$ cat src/rtl/axi_addr_remap_reg_pkg.sv
// rtl/axi_addr_remap_reg_pkg.sv - default AXI channel/request/response types and the remap rule-type macro
// Integrators with their own AXI types build a matching rule struct with the macro below.

`define AXI_TYPEDEF_ADDR_REMAP_RULE_T(name, slv_addr_t, mst_addr_t) \
  typedef struct packed {                                             \
    slv_addr_t start_addr;                                            \
    slv_addr_t end_addr;                                              \
    mst_addr_t mst_base;                                              \
  } name;

package axi_addr_remap_reg_pkg;

  typedef struct packed {
    logic [3:0]  id;
    logic [31:0] addr;
    logic [7:0]  len;
    logic [2:0]  size;
    logic [1:0]  burst;
    logic        lock;
    logic [3:0]  cache;
    logic [2:0]  prot;
    logic [3:0]  qos;
    logic [3:0]  region;
    logic [5:0]  atop;
    logic        user;
  } remap_aw_chan_t;

  typedef struct packed {
    logic [3:0]  id;
    logic [31:0] addr;
    logic [7:0]  len;
    logic [2:0]  size;
    logic [1:0]  burst;
    logic        lock;
    logic [3:0]  cache;
    logic [2:0]  prot;
    logic [3:0]  qos;
    logic [3:0]  region;
    logic        user;
  } remap_ar_chan_t;

  typedef struct packed {
    logic [31:0] data;
    logic [3:0]  strb;
    logic        last;
  } remap_w_chan_t;

  typedef struct packed {
    logic [3:0] id;
    logic [1:0] resp;
  } remap_b_chan_t;

  typedef struct packed {
    logic [3:0]  id;
    logic [31:0] data;
    logic [1:0]  resp;
    logic        last;
  } remap_r_chan_t;

  typedef struct packed {
    remap_aw_chan_t aw;
    logic           aw_valid;
    remap_w_chan_t  w;
    logic           w_valid;
    logic           b_ready;
    remap_ar_chan_t ar;
    logic           ar_valid;
    logic           r_ready;
  } remap_req_t;

  typedef struct packed {
    logic          aw_ready;
    logic          ar_ready;
    logic          w_ready;
    logic          b_valid;
    remap_b_chan_t b;
    logic          r_valid;
    remap_r_chan_t r;
  } remap_rsp_t;

  `AXI_TYPEDEF_ADDR_REMAP_RULE_T(remap_rule_t, logic [31:0], logic [31:0])

endpackage

$ cat src/rtl/axi_addr_remap_slot.sv
// rtl/axi_addr_remap_slot.sv - one-entry register slot with rule-table address translation
// Translation is evaluated on the incoming address and frozen into the slot at accept.

module axi_addr_remap_slot
  import axi_addr_remap_reg_pkg::*;
#(
  parameter int unsigned NumRules     = 1,
  parameter int unsigned SlvAddrWidth = 32,
  parameter int unsigned MstAddrWidth = 32,
  parameter type         rule_t       = remap_rule_t,
  parameter type         chan_t       = remap_aw_chan_t
) (
  input  logic                    clk_i,
  input  logic                    rst_i,
  input  rule_t [NumRules-1:0]    rules_i,
  input  chan_t                   slv_chan,
  input  logic [SlvAddrWidth-1:0] slv_addr,
  input  logic                    slv_valid,
  output logic                    slv_ready,
  output chan_t                   mst_chan,
  output logic                    mst_valid,
  input  logic                    mst_ready,
  output logic [MstAddrWidth-1:0] mst_addr,
  output logic                    miss
);

  logic                    full_q;
  logic                    accept;
  logic                    hit;
  logic [SlvAddrWidth-1:0] offset;
  logic [MstAddrWidth-1:0] xlat;

  // Empty or inverted ranges fall out of the compare naturally; first hit wins.
  always_comb begin
    hit    = 1'b0;
    offset = '0;
    xlat   = MstAddrWidth'(slv_addr);
    for (int i = 0; i < int'(NumRules); i++) begin
      if (!hit && (slv_addr >= rules_i[i].start_addr) && (slv_addr < rules_i[i].end_addr)) begin
        hit    = 1'b1;
        offset = slv_addr - rules_i[i].start_addr;
        xlat   = rules_i[i].mst_base + MstAddrWidth'(offset);
      end
    end
  end

  assign slv_ready = !full_q || mst_ready;
  assign accept    = slv_valid && slv_ready;
  assign mst_valid = full_q;

  always_ff @(posedge clk_i or posedge rst_i) begin
    if (rst_i) begin
      full_q   <= 1'b0;
      mst_chan <= '0;
      mst_addr <= '0;
      miss     <= 1'b0;
    end else begin
      if (accept) begin
        full_q   <= 1'b1;
        mst_chan <= slv_chan;
        mst_addr <= xlat;
        miss     <= !hit;
      end else if (mst_ready) begin
        full_q <= 1'b0;
      end
    end
  end

endmodule

$ cat src/rtl/axi_addr_remap_reg.sv
// rtl/axi_addr_remap_reg.sv - registered AW/AR address remap stage with W/B/R passthrough
// Held AW/AR beats keep their translated address stable until the downstream handshake.

module axi_addr_remap_reg
  import axi_addr_remap_reg_pkg::*;
#(
  parameter int unsigned NumRules     = 1,
  parameter int unsigned SlvAddrWidth = 32,
  parameter int unsigned MstAddrWidth = 32,
  parameter type         rule_t       = remap_rule_t,
  parameter type         aw_chan_t    = remap_aw_chan_t,
  parameter type         ar_chan_t    = remap_ar_chan_t,
  parameter type         axi_req_t    = remap_req_t,
  parameter type         axi_rsp_t    = remap_rsp_t
) (
  input  logic                    clk_i,
  input  logic                    rst_i,
  input  rule_t [NumRules-1:0]    rules_i,
  input  axi_req_t                slv_req_i,
  output axi_rsp_t                slv_resp_o,
  output axi_req_t                mst_req_o,
  input  axi_rsp_t                mst_resp_i,
  output logic [MstAddrWidth-1:0] mst_aw_addr_o,
  output logic [MstAddrWidth-1:0] mst_ar_addr_o,
  output logic                    aw_miss_o,
  output logic                    ar_miss_o
);

  logic [SlvAddrWidth-1:0] aw_addr;
  logic [SlvAddrWidth-1:0] ar_addr;
  aw_chan_t                aw_q;
  ar_chan_t                ar_q;
  logic                    aw_valid_q;
  logic                    ar_valid_q;
  logic                    aw_ready;
  logic                    ar_ready;

  assign aw_addr = SlvAddrWidth'(slv_req_i.aw.addr);
  assign ar_addr = SlvAddrWidth'(slv_req_i.ar.addr);

  axi_addr_remap_slot #(
    .NumRules     (NumRules),
    .SlvAddrWidth (SlvAddrWidth),
    .MstAddrWidth (MstAddrWidth),
    .rule_t       (rule_t),
    .chan_t       (aw_chan_t)
  ) u_aw_slot (
    .clk_i     (clk_i),
    .rst_i     (rst_i),
    .rules_i   (rules_i),
    .slv_chan  (slv_req_i.aw),
    .slv_addr  (aw_addr),
    .slv_valid (slv_req_i.aw_valid),
    .slv_ready (aw_ready),
    .mst_chan  (aw_q),
    .mst_valid (aw_valid_q),
    .mst_ready (mst_resp_i.aw_ready),
    .mst_addr  (mst_aw_addr_o),
    .miss      (aw_miss_o)
  );

  axi_addr_remap_slot #(
    .NumRules     (NumRules),
    .SlvAddrWidth (SlvAddrWidth),
    .MstAddrWidth (MstAddrWidth),
    .rule_t       (rule_t),
    .chan_t       (ar_chan_t)
  ) u_ar_slot (
    .clk_i     (clk_i),
    .rst_i     (rst_i),
    .rules_i   (rules_i),
    .slv_chan  (slv_req_i.ar),
    .slv_addr  (ar_addr),
    .slv_valid (slv_req_i.ar_valid),
    .slv_ready (ar_ready),
    .mst_chan  (ar_q),
    .mst_valid (ar_valid_q),
    .mst_ready (mst_resp_i.ar_ready),
    .mst_addr  (mst_ar_addr_o),
    .miss      (ar_miss_o)
  );

  // W, B-ready and R-ready flow straight through; AW/AR come from the slots.
  always_comb begin
    mst_req_o          = slv_req_i;
    mst_req_o.aw       = aw_q;
    mst_req_o.aw_valid = aw_valid_q;
    mst_req_o.ar       = ar_q;
    mst_req_o.ar_valid = ar_valid_q;
  end

  always_comb begin
    slv_resp_o          = mst_resp_i;
    slv_resp_o.aw_ready = aw_ready;
    slv_resp_o.ar_ready = ar_ready;
  end

endmodule
$ cat config.mk
export PLATFORM = sky130hd
export DESIGN_NAME = axi_addr_remap_reg
export DESIGN_NICKNAME = d
export VERILOG_FILES = /design/src/rtl/axi_addr_remap_reg_pkg.sv /design/src/rtl/axi_addr_remap_slot.sv /design/src/rtl/axi_addr_remap_reg.sv
export SDC_FILE = /design/constraint.sdc
export NUM_CORES = 1
export LEC_CHECK = 0
export CORE_AREA = 2 2 243 245
export CTS_CLUSTER_SIZE = 12
export DETAILED_ROUTE_END_ITERATION = 16
export DIE_AREA = 0 0 245 247
export SLEW_MARGIN = 20
export SYNTH_ARGS = -nofsm -noshare
export SYNTH_HDL_FRONTEND = slang
export SYNTH_SLANG_ARGS = --single-unit
$ cat constraint.sdc
create_clock -name clk_i -period 10.87 [get_ports clk_i]
set_clock_uncertainty 0.15 [all_clocks]
set_input_delay 1.6305 -clock clk_i [delete_from_list [all_inputs] [get_ports clk_i]]
set_output_delay 1.6305 -clock clk_i [all_outputs]
set_load 0.01 [all_outputs]
==> results.rst, run 1 <==
.. list-table::
   :header-rows: 1

   * - Metric
     - Value
   * - Outcome
     - completed
   * - Pin count of the biggest net entering global routing
     - around 110
   * - Boundary Pins
     - about 620
   * - Cell with the biggest individual delay on the critical path
     - sky130_fd_sc_hd__and4b_2
   * - Number of buffers inserted by post-CTS setup repair
     - 0
   * - Global-route congestion overflow total
     - 0
   * - Highest routed metal layer
     - met5
   * - Wire length of the first global-routing pass
     - 97.0 mm
   * - Maximum achievable frequency
     - between 150 and 200 MHz
   * - Crit path cell chain
     - clkdlybuf4s50_1, inv_1, ha_1, nand4_1, nor4_1, o2111ai_1, o211ai_1, and4b_2, mux2i_1, o21ai_1
   * - # hold bufs at CTS
     - 0
   * - Number of resized instances in the post-cts repair step
     - 0
   * - Yosys warning count
     - 0
   * - Later-pin clock latency in the skew report
     - approximately 0.57 ns
   * - Number of global-route vias before repair
     - approximately 15k
   * - Register area share after synthesis
     - between 30% and 40%
   * - Final hold violation count
     - 0
   * - Post-detailed-placement half-perimeter wirelength
     - 53.6 mm
   * - Crit Path Category
     - in2reg
   * - Worst-case headroom to the max-slew limit
     - between 20% and 30%
   * - Synthesized instance count
     - 2016
   * - Most used cells in the layout excluding fill and tap cells
     - sky130_fd_sc_hd__clkdlybuf4s50_1, sky130_fd_sc_hd__nand2_1, sky130_fd_sc_hd__inv_1
   * - Required time reported for the critical path endpoint
     - approximately 11 ns
   * - Number of instances in the placed design
     - about 3.1k
   * - CTS tree
     - yes
   * - Maximum fanout along the worst path
     - 34
   * - # clock sinks
     - 206
   * - Initial Utilization
     - 29.2%
   * - Crit-path max cell delay
     - ~0.94 ns
   * - Net Count, Synth
     - about 2.6k
   * - CTS buffer count
     - 28
   * - Data arrival, critical path
     - roughly 6 ns
   * - Via count normalized by instance count
     - 4.86
   * - Met2 Routed Length
     - just over 30 mm
   * - # rows
     - 89
   * - Leak pwr
     - 11.1 nW
   * - Area occupied by multi-input gates
     - around 10000 um2
   * - Detail Route Antenna Nets
     - 0
   * - Sum of negative setup slack
     - 0 ns
   * - Total number of vias
     - 15.3k
   * - Least-Margin Pin Slew
     - between 1 and 1.5 ns
   * - Synth async-reset ratio
     - 100%
   * - Number of pins exceeding their max-slew limit in the final report
     - 0
   * - Unrepaired setup endpoints after global routing
     - no
   * - Combined buffer and inverter count along the critical path
     - 2
   * - Ratio of total power to cell area
     - between 100 and 150 nW/um2
   * - Area added between synthesis and finish
     - 32.3%
   * - H-tree levels
     - 1
   * - Number of filler instances in the final layout
     - approximately 6.0k
   * - Routability cong.
     - 0.954
   * - Final period demand of the worst path
     - approximately 5.6 ns
   * - Synth Flop Type
     - sky130_fd_sc_hd__dfrtp_1
   * - Fraction of layout instances using a drive strength above 1
     - 3.38%
   * - Number of flops mapped to enable cells by yosys
     - 0
   * - Clock edge transition at the registers on the reported setup and hold paths
     - ~0.060 ns
   * - Clock buffer depth
     - 3
   * - Global routing usage summed across all routing layers
     - a little over a fifth
   * - Critical path's top delay family
     - simple AND/OR/NAND/NOR gates
   * - Count of unique library cells instantiated by Yosys
     - 75
   * - Core Area
     - 58200 um2
   * - Final routed wire length divided by cell count
     - between 20 and 25 um
   * - Flops & latches, synth
     - around 200
   * - Final worst path period share
     - approximately 51%
   * - Syn Area/Cell
     - 8.44 um2
   * - Number of DRC markers after the initial detailed-route iteration
     - between 800 and 900
   * - Sequential cell area
     - between 5000 and 6000 um2
   * - Most common cell after layout, fill and taps aside
     - sky130_fd_sc_hd__clkdlybuf4s50_1
   * - Metal1 wirelength
     - around 27 mm
   * - Count of buffers from port buffering
     - between 400 and 500
   * - Met3 WL
     - 5.09 mm
   * - CP Capture Type
     - register
   * - Worst min-delay path class
     - reg2reg
   * - Initial antenna violation count
     - 18
   * - Wire length after detailed routing
     - between 60 and 70 mm
   * - Summed instance area of the synthesized netlist
     - around 17000 um2
   * - MaxCap Viol Count
     - 0
   * - Die area
     - just over 60000 um2
   * - Root buffer cell
     - sky130_fd_sc_hd__clkbuf_16
   * - Number of iterations in the first detailed-routing pass
     - 5
   * - Setup violators final
     - 0
   * - Max IR drop VDD
     - 0.000112 V
   * - Die height
     - ~250 um
   * - Fin nets
     - slightly below 3k
   * - Horizontal extent of the die
     - 245 um
   * - Number of standard cells in the final layout excluding fillers
     - approximately 3.1k
   * - Category of the worst setup path launch point
     - input pin
   * - Residual DRC
     - 0
==> sequential cells by signal (all words and copies together) (netlist names) <==
register and flops:
u_aw_slot.mst_chan 72, u_ar_slot.mst_chan 66, u_ar_slot.mst_addr 32, u_aw_slot.mst_addr 32, u_ar_slot.miss 1, u_ar_slot.mst_valid 1, u_aw_slot.miss 1, u_aw_slot.mst_valid 1
==> power by group <==
group          internal [W]  switching [W]
clock              0.000555       0.000382
combinational      0.000636       0.000722
sequential         0.000890      0.0000735
==> final timing paths <==
| check | cells past startpoint | startpoint | endpoint | slack (ns) |
|---|---|---|---|---|
| min | 2 | u_ar_slot.mst_chan[7] | u_ar_slot.mst_chan[7] | 0.32 |
| max reg2reg | 5 | u_ar_slot.mst_valid | u_ar_slot.mst_addr[2] | 8.60 |
| max | 10 | rules_i[93] | u_aw_slot.mst_addr[7] | 5.30 |
| min reg2reg | 2 | u_ar_slot.mst_chan[7] | u_ar_slot.mst_chan[7] | 0.32 |
| max in group asynchronous | 3 | rst_i | u_ar_slot.mst_chan[25] | 7.83 |
| min in group asynchronous | 2 | rst_i | u_aw_slot.mst_chan[57] | 1.45 |
==> area by class of cell <==
| cell class | count | share of cell area [%] |
|---|---|---|
| Multi-Input combinational cell | 1366 | 43.6 |
| Sequential cell | 206 | 22.9 |
| Timing Repair Buffer | 454 | 20.1 |
| Inverter | 290 | 4.87 |
| Tap cell | 773 | 4.30 |
| Clock buffer | 40 | 3.72 |
| Clock inverter | 10 | 0.378 |
| Antenna cell | 6 | 0.0667 |
==> cell usage after synthesis, types with 10 or more instances <==
library cell | count | area [um2]
sky130_fd_sc_hd__xor2_1 | 18 | 158
sky130_fd_sc_hd__a21o_1 | 65 | 488
sky130_fd_sc_hd__nand4_1 | 25 | 156
sky130_fd_sc_hd__nor2b_1 | 10 | 62.6
sky130_fd_sc_hd__nand2b_1 | 13 | 81.3
sky130_fd_sc_hd__o21ai_0 | 116 | 581
sky130_fd_sc_hd__nor2_1 | 59 | 221
sky130_fd_sc_hd__buf_4 | 94 | 706
sky130_fd_sc_hd__o21ai_1 | 44 | 220
sky130_fd_sc_hd__clkbuf_1 | 48 | 180
sky130_fd_sc_hd__nand2_1 | 390 | 1460
sky130_fd_sc_hd__ha_1 | 188 | 2350
sky130_fd_sc_hd__nor3_1 | 11 | 55.1
sky130_fd_sc_hd__inv_1 | 290 | 1090
sky130_fd_sc_hd__xnor2_1 | 37 | 324
sky130_fd_sc_hd__fa_1 | 62 | 1240
sky130_fd_sc_hd__or3_1 | 13 | 81.3
sky130_fd_sc_hd__a21oi_1 | 92 | 460
sky130_fd_sc_hd__a31oi_1 | 11 | 68.8
sky130_fd_sc_hd__mux2i_1 | 46 | 460
sky130_fd_sc_hd__dfrtp_1 | 206 | 5150
sky130_fd_sc_hd__o21bai_1 | 11 | 82.6
sky130_fd_sc_hd__o21a_1 | 14 | 105
sky130_fd_sc_hd__nand3_1 | 21 | 105
==> metrics by stage <==
| stage | total power (W) | setup WS (ns) | hold WS (ns) | util [%] | cell area (um2) |
|---|---|---|---|---|---|
| final | 0.00326 | 5.30 | 0.320 | 38.6 | 22500 |
| after global routing | 0.00348 | 5.13 | 0.342 | 38.6 | 22500 |
| after CTS | 0.00330 | 5.41 | 0.326 | 38.6 | 22500 |
| after detailed placement | 0.00234 | 4.81 | 0.311 | 37.0 | 21600 |
| after global placement | 0.00233 | 4.88 | 0.308 | 37.0 | 21600 |
| after floorplan | 0.00175 | 3.47 | 0.360 | - | 17000 |
==> metal layers <==
layer / GRT usage, % / vias up
li1: - / 7273
met1: 26.6 / 7285
met2: 35.8 / 547
met3: 5.69 / 142
met4: 6.65 / 22
met5: 0 / -
==> cell families (layout without fill, tap and decap cells) <==
logic type / after synthesis / in the layout / synth area share (%)
AND/OR/NAND/NOR: 583 / 583 / 14.9
buffers and inverters: 444 / 794 / 12.1
AO/OA/AOI/OAI: 430 / 430 / 15.9
adder cells (fa/ha/maj): 250 / 250 / 21.1
flip-flops: 206 / 206 / 30.3
XOR/XNOR: 55 / 55 / 2.83
multiplexers: 48 / 48 / 2.84
other: 0 / 6 / 0
==> worst min-delay path, delay by kind of cell, from the launching register on <==
family / cells / cell delay (ns)
and+or+nand+nor: 2 / 0.10
DFF: 1 / 0.34
No activity file was read; power rests on OpenSTA's default activity.
==> run 2, diff against run 1 <==
Settings changed: CORE_AREA 2 2 243 245 to 2 2 244 246, DIE_AREA 0 0 245 247 to 0 0 246 248.
Clock period 10.87 ns to 4.8 ns, I/O delays scaled along.
==> run 2 against run 1 <==
Against the previous run: die area is 0.81% higher; sequential power rose by 130%; combinational power rose by 140%; count of clock-buffer cells in the layout down 6; first-iteration DRC count down 0.35%; power rose by 140%; final area up 3.4%; critical path type unchanged; critical endpoint is now u_ar_slot.mst_addr[25]; highest routed layer unchanged.
==> results.rst, run 2 (synthesis gave the netlist of run 1 again) <==
.. list-table::
   :header-rows: 1

   * - Metric
     - Value
   * - Wire length after detailed routing
     - 67.3 mm (+2.7%)
   * - Post-detailed-placement half-perimeter wirelength
     - 56.6 mm (+5.6%)
   * - Outcome
     - completed
   * - # clock sinks
     - 206 (unchanged)
   * - Data arrival, critical path
     - 4.71 ns (-1.14 ns)
   * - Clock edge transition at the registers on the reported setup and hold paths
     - 0.05 ns (about the same)
   * - Most common cell after layout, fill and taps aside
     - sky130_fd_sc_hd__clkdlybuf4s50_1
   * - Clock buffer depth
     - 3 (unchanged)
   * - Number of DRC markers after the initial detailed-route iteration
     - 866 (-0.35%)
   * - Flip-flop count of the largest register, all copies and words added
     - 72 (unchanged)
   * - Area added between synthesis and finish
     - 36.7%
   * - Ratio of total power to cell area
     - 330 nW/um2 (+130%)
   * - Maximum fanout along the worst path
     - 16 (-53%)
   * - Die height
     - 248 um (+0.40%)
   * - Horizontal extent of the die
     - 246 um (+0.41%)
   * - Number of buffers inserted by post-CTS setup repair
     - 0 (unchanged)
   * - Reg with most FFs
     - u_aw_slot.mst_chan
   * - Later-pin clock latency in the skew report
     - 0.57 ns (about the same)
   * - Number of iterations in the first detailed-routing pass
     - 6 (+1)
   * - Final hold violation count
     - 0 (unchanged)
   * - CTS buffer count
     - 28 (unchanged)
   * - Max IR drop VDD
     - 0.000246 V (+120%)
   * - Leak pwr
     - 11.5 nW (+4.0%)
   * - Final routed wire length divided by cell count
     - 20.9 um (+0.18%)
   * - Final period demand of the worst path
     - around 4.5 ns
   * - # rows
     - 89 (unchanged)
   * - Category of the worst setup path launch point
     - input pin
   * - Routability cong.
     - 1.03 (+8.0%)
   * - Number of resized instances in the post-cts repair step
     - 0 (unchanged)
   * - Number of instances in the placed design
     - 3170 (+2.6%)
   * - Via count normalized by instance count
     - 4.85 (about the same)
   * - Residual DRC
     - 0 (unchanged)
   * - Worst min-delay path class
     - reg2reg
   * - Die area
     - 61000 um2 (+0.81%)
   * - Boundary Pins
     - 624 (unchanged)
   * - Most used cells in the layout excluding fill and tap cells
     - sky130_fd_sc_hd__clkdlybuf4s50_1, sky130_fd_sc_hd__nand2_1, sky130_fd_sc_hd__inv_1
   * - Core Area
     - 58500 um2 (+0.38%)
   * - MaxCap Viol Count
     - 0 (unchanged)
   * - Area occupied by multi-input gates
     - 9820 um2 (unchanged)
   * - Root buffer cell
     - sky130_fd_sc_hd__clkbuf_16
   * - Sequential cell area
     - 5150 um2 (unchanged)
   * - Number of filler instances in the final layout
     - 5941 (-0.27%)
   * - # hold bufs at CTS
     - 0 (unchanged)
   * - Number of standard cells in the final layout excluding fillers
     - 3224 (+2.5%)
   * - Largest registers ranked by flip-flop count
     - u_aw_slot.mst_chan (72), u_ar_slot.mst_chan (66)
   * - Count of buffers from port buffering
     - 447 (unchanged)
   * - Final worst path period share
     - between 90% and 100%
   * - CTS tree
     - yes
   * - H-tree levels
     - 1 (unchanged)
   * - Number of global-route vias before repair
     - 16.1k (+3.9%)
   * - CP Capture Type
     - register
   * - Global routing usage summed across all routing layers
     - 21.6% (+0.26 points)
   * - Required time reported for the critical path endpoint
     - 5.03 ns (-6.12 ns)
   * - Pin count of the biggest net entering global routing
     - 94 (-17%)
   * - Setup violators final
     - 0 (unchanged)
   * - Maximum achievable frequency
     - ~220 MHz
   * - Global-route congestion overflow total
     - 0 (unchanged)
   * - Initial Utilization
     - 29.1% (-0.11 points)
   * - Unrepaired setup endpoints after global routing
     - no
   * - Wire length of the first global-routing pass
     - 99.2 mm (+2.3%)
   * - Worst hold slack after final layout
     - 0.321 ns (+0.00155 ns)
   * - Fin nets
     - 3005 (+2.8%)
   * - Initial antenna violation count
     - 19 (+1)
   * - Fraction of layout instances using a drive strength above 1
     - 6.74% (+3.4 points)
   * - Number of pins exceeding their max-slew limit in the final report
     - 0 (unchanged)
   * - Worst-case headroom to the max-slew limit
     - 26.9% (-1.3 points)
   * - Detail Route Antenna Nets
     - 0 (unchanged)
   * - Crit Path Category
     - in2reg
   * - Total number of vias
     - 15.6k (+2.4%)
   * - Least-Margin Pin Slew
     - 1.09 ns (+0.0307 ns)
-- run 2: final cells by class --
| cell class | count | area share, % |
|---|---|---|
| Antenna cell | 4 | 0.0430 |
| Clock buffer | 34 | 3.42 |
| Clock inverter | 16 | 0.968 |
| Inverter | 290 | 4.70 |
| Multi-Input combinational cell | 1366 | 42.2 |
| Sequential cell | 206 | 22.2 |
| Tap cell | 773 | 4.16 |
| Timing Repair Buffer | 535 | 22.3 |
-- run 2: power by group --
part	switching, W	leakage, nW	internal [W]
registers	0.000163	2.52	0.00202
logic	0.00168	8.51	0.00152
clock network	0.000860	0.495	0.00144
total	0.00270	11.5	0.00498
-- run 2: path summary, 6_finish.rpt --
| path | depth (start not counted) | end | startpoint | slack (ns) |
|---|---|---|---|---|
| setup / recovery | 13 | u_ar_slot.mst_addr[25] | slv_req_i[33] | 0.32 |
| hold / removal | 2 | u_aw_slot.mst_chan[28] | u_aw_slot.mst_chan[28] | 0.32 |
| setup reg to reg | 5 | u_aw_slot.mst_addr[25] | u_aw_slot.mst_valid | 2.63 |
| hold reg to reg | 2 | u_aw_slot.mst_chan[28] | u_aw_slot.mst_chan[28] | 0.32 |
| max in group asynchronous | 3 | u_ar_slot.mst_chan[62] | rst_i | 3.28 |
| min in group asynchronous | 2 | u_aw_slot.mst_chan[21] | rst_i | 0.33 |
-- run 2: stage by stage --
stage / setup TNS, ns / area, um2 / setup WS (ns) / power [W] / utilization (%)
5_1_grt: 0 / 23300 / 0.0872 / 0.00819 / 39.8
3_3_place_gp: -3.22 / 22200 / -0.187 / 0.00538 / 38.0
6_report: 0 / 23300 / 0.316 / 0.00768 / 39.8
2_1_floorplan: 0 / 17000 / 1.05 / 0.00397 / -
4_1_cts: 0 / 23300 / 0.377 / 0.00780 / 39.8
3_5_place_dp: -2.10 / 22200 / -0.189 / 0.00542 / 38.0
-- run 2: metal layers --
layer | GRT usage [%] | wire [um] | vias to the layer above | share of wire, %
met5 | 0 | 197 | - | 0.29
met4 | 6.52 | 2040 | 32 | 3.0
met3 | 6.13 | 5730 | 146 | 8.5
met2 | 37.8 | 32700 | 564 | 49
met1 | 25.5 | 26600 | 7454 | 40
li1 | - | - | 7445 | -
-- run 2: worst max-delay path: stages --
cell	delay [ns]
sky130_fd_sc_hd__clkdlybuf4s50_1	0.60
sky130_fd_sc_hd__ha_1	0.28
sky130_fd_sc_hd__a2111oi_0	0.59
sky130_fd_sc_hd__buf_4	0.21
sky130_fd_sc_hd__o21ai_1	0.08
sky130_fd_sc_hd__o21ai_1	0.26
sky130_fd_sc_hd__buf_4	0.16
sky130_fd_sc_hd__a31o_2	0.16
sky130_fd_sc_hd__a211oi_2	0.10
sky130_fd_sc_hd__nor3_4	0.90
sky130_fd_sc_hd__buf_4	0.32
sky130_fd_sc_hd__mux2i_1	0.23
sky130_fd_sc_hd__a21oi_1	0.09
==> run 3, diff against run 2 <==
Settings changed: SLEW_MARGIN 20 to not set.
==> results of run 3 <==
No change in the layout: final DEF, timing and power equal those of run 2.
